--- src/rtl/mbist_ser_pkg.sv ---
// ============================================================================
// mbist_ser_pkg : shared types and constants for the MBIST serial slave.
// Rev 1.0
// ============================================================================
`default_nettype none

package mbist_ser_pkg;

  localparam int FRAME_LEN = 32;
  localparam int CNT_W     = 6;
  localparam logic [CNT_W-1:0] CNT_MAX = '1;

  typedef enum logic [1:0] {
    IDLE  = 2'd0,
    SHIFT = 2'd1,
    DONE  = 2'd2
  } state_t;

endpackage

`default_nettype wire

--- src/rtl/mbist_ser_slv.sv ---
// ============================================================================
// mbist_ser_slv : 32-bit serial config/status slave, LSB first.
// Rev 1.0
// ============================================================================
`default_nettype none

module mbist_ser_slv #(
  parameter logic [31:0] RESET_VAL = 32'h0
) (
  input  logic        clk,
  input  logic        rst_n,
  input  logic        shift,
  input  logic        sdi,
  output logic        sdo,
  input  logic        wr_mode,
  input  logic [31:0] cap_data,
  output logic [31:0] cfg_data,
  output logic        cfg_upd,
  output logic        frame_err,
  input  logic        err_clr,
  output logic        busy
);

  import mbist_ser_pkg::*;

  state_t           state;
  logic [31:0]      shift_reg;
  logic [CNT_W-1:0] bit_cnt;
  logic             wr_lat;

  logic frame_end;
  logic len_ok;

  assign frame_end = (state == SHIFT) && !shift;
  assign len_ok    = (bit_cnt == CNT_W'(FRAME_LEN));
  assign sdo       = shift_reg[0];
  assign busy      = (state == SHIFT);

  always_ff @(posedge clk or negedge rst_n) begin
    if (!rst_n) begin
      state     <= IDLE;
      shift_reg <= 32'h0;
      bit_cnt   <= '0;
      wr_lat    <= 1'b0;
      cfg_data  <= RESET_VAL;
      cfg_upd   <= 1'b0;
    end else begin
      cfg_upd <= 1'b0;
      case (state)
        IDLE, DONE: begin
          if (shift) begin
            shift_reg <= {sdi, shift_reg[31:1]};
            bit_cnt   <= CNT_W'(1);
            wr_lat    <= wr_mode;
            state     <= SHIFT;
          end else begin
            shift_reg <= cap_data;
            state     <= IDLE;
          end
        end
        SHIFT: begin
          if (shift) begin
            shift_reg <= {sdi, shift_reg[31:1]};
            // Saturate so an overlong frame can never wrap back to a legal length.
            if (bit_cnt != CNT_MAX) begin
              bit_cnt <= bit_cnt + 1'b1;
            end
          end else begin
            bit_cnt <= '0;
            state   <= DONE;
            if (len_ok && wr_lat) begin
              cfg_data <= shift_reg;
              cfg_upd  <= 1'b1;
            end
          end
        end
        default: state <= IDLE;
      endcase
    end
  end

  // A length error in the same cycle as err_clr must win.
  always_ff @(posedge clk or negedge rst_n) begin
    if (!rst_n) begin
      frame_err <= 1'b0;
    end else if (frame_end && !len_ok) begin
      frame_err <= 1'b1;
    end else if (err_clr) begin
      frame_err <= 1'b0;
    end
  end

endmodule

`default_nettype wire
--- config.mk ---
export PLATFORM = sky130hd
export DESIGN_NAME = mbist_ser_slv
export DESIGN_NICKNAME = d
export VERILOG_FILES = /design/src/rtl/mbist_ser_pkg.sv /design/src/rtl/mbist_ser_slv.sv
export SDC_FILE = /design/constraint.sdc
export NUM_CORES = 1
export LEC_CHECK = 0
export ABC_AREA = 0
export CAP_MARGIN = 20
export CORE_MARGIN = 3
export CORE_UTILIZATION = 48
export DETAILED_ROUTE_END_ITERATION = 6
export PLACE_DENSITY = 0.75
export SYNTH_ARGS = -nofsm -noshare
export SYNTH_HDL_FRONTEND = slang
export SYNTH_SLANG_ARGS = --single-unit
--- constraint.sdc ---
create_clock -name clk -period 2.42 [get_ports clk]
set_input_delay 0.726 -clock clk [delete_from_list [all_inputs] [get_ports clk]]
set_output_delay 0.726 -clock clk [all_outputs]
set_load 0.01 [all_outputs]
# Yosys cells after proc, flatten, opt, wreduce, memory -nomap -nowiden
# Index checks and enable logic that the tools add are counted.
# Widths: inputs -> output; s select.
dict set report classes {
  n_eq_ne 8
  n_reduce_logical 13
  addsub 1
  muxes 15
  bitwise_logic 1
}
# cell n
set op_table {}
lappend op_table {{$mux 32} 2}
lappend op_table {{$pmux 32 s2} 1}
lappend op_table {{$mux 6} 3}
lappend op_table {{$pmux 6 s2} 1}
lappend op_table {{$add 6x1->6 const B} 1}
lappend op_table {{$eq 6x6->1 const B} 1}
lappend op_table {{$mux 1} 6}
lappend op_table {{$ne 2x2->1 const B} 3}
lappend op_table {{$ne 6x6->1 const B} 1}
lappend op_table {{$reduce_and 3->1} 2}
lappend op_table {{$pmux 2 s2} 1}
lappend op_table {{$reduce_and 2->1} 2}
lappend op_table {{$reduce_bool 2->1} 2}
lappend op_table {{$logic_and 1x1->1} 3}
lappend op_table {{$ne 3x2->1 const B} 1}
lappend op_table {{$eq 2x1->1 const B} 1}
lappend op_table {{$eq 2x2->1 const B} 1}
lappend op_table {{$logic_not 1->1} 2}
lappend op_table {{$logic_not 2->1} 1}
lappend op_table {{$mux 2} 1}
lappend op_table {{$reduce_or 2->1} 1}
lappend op_table {{$not 1->1} 1}
dict set report word_totals {
  inputBits 38
  out_inout_bits 36
  word_cells 45
  reg_bits 75
}

# Depth between registers and ports, before layout
dict set report logic_depth {
  depth_word 5
  depth_mapped 7
}

# Least setup slack after synthesis
# OpenSTA, ideal clock, no wires.
dict set report synth_timing {
  kind {input to register}
  start {input shift}
  end {register cfg_data[0]}
  setup_time_ns 0.125
  arrival_time_ns 1.657
  path_stages 5
  path_slack_ns 0.638
  cell_sequence {nor3b_2 and4_1 buf_6 buf_12 mux2_4}
}
dict set report synth_between {
  elab_chain_len 2
}
# element line
set synth_lines {}
lappend synth_lines {{start: declaration} mbist_ser_slv.sv:12} ;# input logic shift,
lappend synth_lines {{$not 1->1 (no line)} --}
lappend synth_lines {{$reduce_and 3->1 (no line)} --}
lappend synth_lines {{end signal: assignment} mbist_ser_slv.sv:72} ;# cfg_data <= shift_reg;
lappend synth_lines {{end: declaration} mbist_ser_slv.sv:17} ;# output logic [31:0] cfg_data,
# Every way passes these cells.
# A chain may end at the register's enable or synchronous reset.

# Worst setup path in the final report
dict set report layout_timing {
  start {register state[1]}
  end {output busy}
}
dict set report layout_between {
  elab_chain_len 1
}
# element line
set layout_lines {}
lappend layout_lines {{start: declaration} mbist_ser_slv.sv:26} ;# state_t state;
lappend layout_lines {{start signal: assignment} mbist_ser_slv.sv:41} ;# state <= IDLE;
lappend layout_lines {{start signal: assignment} mbist_ser_slv.sv:55} ;# state <= SHIFT;
lappend layout_lines {{start signal: assignment} mbist_ser_slv.sv:58} ;# state <= IDLE;
lappend layout_lines {{$eq 2x1->1} mbist_ser_slv.sv:37} ;# assign busy = (state == SHIFT);
lappend layout_lines {{end: declaration} mbist_ser_slv.sv:21} ;# output logic busy
# Every way passes these cells.

==> reports/qor.txt <==
CRITICAL PATH
---------------------------------------------------------------------------------
Master of the slowest instance on the critical path                  sky130_fd_sc_hd__clkdlybuf4s50_1
Data arrival time at the worst-slack endpoint                             1.58 ns
Worst-path cell chain                                                nand2b_1 -> inv_1 -> clkdlybuf4s50_1
Category of the worst setup path capture point                        output port
Kind of cell adding the most delay to the critical path              buffers and inverters
Worst Setup Start Kind                                                       flop
Max Fanout on Critical Path                                                     3
CP Class                                                             flop to output port
CP bufs+invs                                                                    2
Max stage delay on crit path                                              0.55 ns
WP data required                                                          1.69 ns

TIMING
---------------------------------------------------------------------------------
Final Cycle Share                                                           95.5%
Total count of max-transition violations in the final report                    0
Hold violation count in the final report                                        0
Transition at the pin with the smallest max-transition slack             0.457 ns
Relative slew slack                                                         69.5%
Fin Setup TNS                                                                0 ns
Minimum clock period                                                      2.31 ns
Clk_skew                                                               0.00844 ns
Highest achievable clock rate                                             433 MHz
Setup repair after global routing missed its margin                         false
Setup-failing EPs final                                                         0

DETAILED ROUTING
---------------------------------------------------------------------------------
Vias post-DR                                                                 2671
First-iteration detailed-routing DRC count                                    173
Number of vias per cell                                                      5.84
Detail Route Antenna Nets                                                       0
Routed length per placed instance                                         17.9 µm
Highest routing layer actually used                                          met4
Final wirelength                                                          8.19 mm
Number of DRC violations after detailed routing                                 0
Drt first pass iters                                                            5
Detailed-route wire length on metal 1                                     3.67 mm
Met3 layer wire length in the routed design                                458 µm
Total length of routed met2 wires                                         3.89 mm

LAYOUT
---------------------------------------------------------------------------------
Most frequent cells in the layout                                    75 x sky130_fd_sc_hd__dfrtp_1, 71 x sky130_fd_sc_hd__clkdlybuf4s50_1, 33 x sky130_fd_sc_hd__nor2b_1
Net count, final                                                              393
Antenna diode count                                                             0
Most common cell after layout, fill and taps aside                   sky130_fd_sc_hd__dfrtp_1
Area delta synth->final                                                     25.4%
Layout cells sized above 1                                                  28.2%
Utilization after layout                                                    63.3%
Final standard cell count with taps included and fillers excluded             457

CLOCKING
---------------------------------------------------------------------------------
Post CTS Setup Buffer Count                                                     0
TritonCTS clock tree                                                         done
CTS clock-pin slew for the worst setup and hold paths                     0.08 ns
Number of hold buffers added after cts                                          0
Longest Clk Path Bufs                                                           2
Skew-Pair Late Insertion Delay                                            0.35 ns
Clock sink count                                                               75
H-Tree Depth                                                                    3
Resized Gates After CTS                                                         0
Total CTS buffers                                                               9
Clock root buffer                                                    sky130_fd_sc_hd__clkbuf_8

SYNTH
---------------------------------------------------------------------------------
EDFF count, synth                                                               0
Yosys warnings                                                                  0
Mapped Cells                                                                  283
Cells taking the most area after synthesis                           sky130_fd_sc_hd__dfrtp_1 50%, sky130_fd_sc_hd__mux2_4 12%, sky130_fd_sc_hd__o221a_2 9.6%
Largest area contributor in the netlist                              sky130_fd_sc_hd__dfrtp_1
Portion of the post-synthesis area used by sequential elements              50.2%
FFs w/ async S/R, synth                                                      100%
Synthesized netlist net count                                                 323
Cell area after synthesis                                                3740 µm²
Average size of a mapped cell                                            13.2 µm²
Portion of synthesized cell area occupied by the leading cell type          50.2%
Number of different library cells in the post-synthesis netlist                40
Post-synth top flop                                                  sky130_fd_sc_hd__dfrtp_1
Flop and latch count out of synthesis                                          75

POWER
---------------------------------------------------------------------------------
Peak supply drop                                                         0.284 mV
PwrDens                                                                587 nW/µm²
Leakage power summed over all cells                                       2.04 nW

RUN
---------------------------------------------------------------------------------
Number of violations of the max-capacitance limit                               0

FLOORPLANNING
---------------------------------------------------------------------------------
Effective utilization at floorplan                                          50.4%
Core area                                                                7410 µm²
Top-level port count                                                           74
Height of the chip                                                        94.2 µm
Die Wd                                                                    94.2 µm
Row cnt                                                                        31
Total die area                                                           8880 µm²

GLOBAL ROUTING
---------------------------------------------------------------------------------
Initial antenna violation count                                                 0
Global-route wire length before repair                                    13.5 mm
Total global-route track usage                                              19.5%
Pin count of the biggest net entering global routing                           43
Vias in the first global route                                               2654
Total gr overflow                                                               0

PLACEMENT
---------------------------------------------------------------------------------
Placer's final routability congestion estimate                              0.833
Cell count after placement                                                    441
Port bufs                                                                      73
Half-perimeter wire length after placement                                5.43 mm

OUTCOME
---------------------------------------------------------------------------------
Status                                                                  completed

WORST HOLD PATH
---------------------------------------------------------------------------------
Worst min-delay path category                                        input pin to asynchronous set/reset pin

## synthesized netlist by cell type, drive strengths merged (2+ instances only)
library cell   n
a211o         32
a21o           2
buf           13
clkbuf        13
dfrtp         75
ha             2
inv            4
mux2          33
nand2          3
nand2b         5
nand3          4
nand3b         2
nand4          2
nand4b         2
nor2           2
nor2b         33
nor4           2
o2111ai        2
o21ai          6
o221a         32
## power breakdown
group	total (mW)	switching [mW]	internal, mW	leakage [nW]
Clock	0.839	0.471	0.368	0.0852
Sequential	1.49	0.128	1.36	0.970
Combinational	0.422	0.171	0.251	0.980
## cells by family after synthesis
| family | after synthesis | synth area share (%) |
|---|---|---|
| buffers and inverters | 30 | 4.92 |
| adder cells (fa/ha/maj) | 2 | 0.669 |
| XOR/XNOR | 1 | 0.234 |
| multiplexers | 33 | 12.9 |
| flip-flops | 75 | 50.2 |
| AND/OR/NAND/NOR | 62 | 10.9 |
| AO/OA/AOI/OAI | 80 | 20.2 |
## final cells by class
| cell class | instances | area [µm²] |
|---|---|---|
| well taps | 99 | 124 |
| multi-input cells | 178 | 1680 |
| repair buffers | 85 | 826 |
| clock buffers | 9 | 124 |
| flip-flops and latches | 75 | 1880 |
| inverters | 4 | 15.0 |
| clock inverters | 7 | 43.8 |
| fillers | 581 | 2720 |
## path summary, 6_finish.rpt
| kind | from | to | slack (ns) | depth (start not counted) |
|---|---|---|---|---|
| max | state[1] | busy | 0.11 | 3 |
| min | rst_n | cfg_data[12] | 0.31 | 1 |
| max reg2reg | state[0] | cfg_data[30] | 0.36 | 5 |
| min reg2reg | wr_lat | wr_lat | 0.51 | 1 |
| max in group asynchronous | rst_n | wr_lat | 1.44 | 2 |
| min in group clk | wr_lat | wr_lat | 0.51 | 1 |
## metrics by stage
| stage | worst slack [ns] | hold slack [ns] | total power, mW | instance area [µm²] |
|---|---|---|---|---|
| after floorplan | 0.638 | 0.430 | 1.75 | 3740 |
| after global placement | 0.396 | 0.485 | 1.91 | 4520 |
| after detailed placement | 0.350 | 0.494 | 1.93 | 4520 |
| after CTS | 0.0887 | 0.314 | 2.77 | 4690 |
| after global routing | 0.0531 | 0.336 | 2.88 | 4690 |
| final | 0.110 | 0.309 | 2.75 | 4690 |
## metal layers
metal	GRT usage [%]	vias to the layer above
met3	2.96	18
met4	8.54	0
li1	-	1223
met1	27.4	1341
met2	29.9	89
met5	0	-
## worst register-to-register path: stages (launching register included)
cell and delay (ns):
sky130_fd_sc_hd__dfrtp_1 0.34, sky130_fd_sc_hd__buf_4 0.41, sky130_fd_sc_hd__nor3b_2 0.27, sky130_fd_sc_hd__and4_2 0.28, sky130_fd_sc_hd__buf_12 0.26, sky130_fd_sc_hd__mux2_2 0.38
Power figures use the tool's default switching activity.
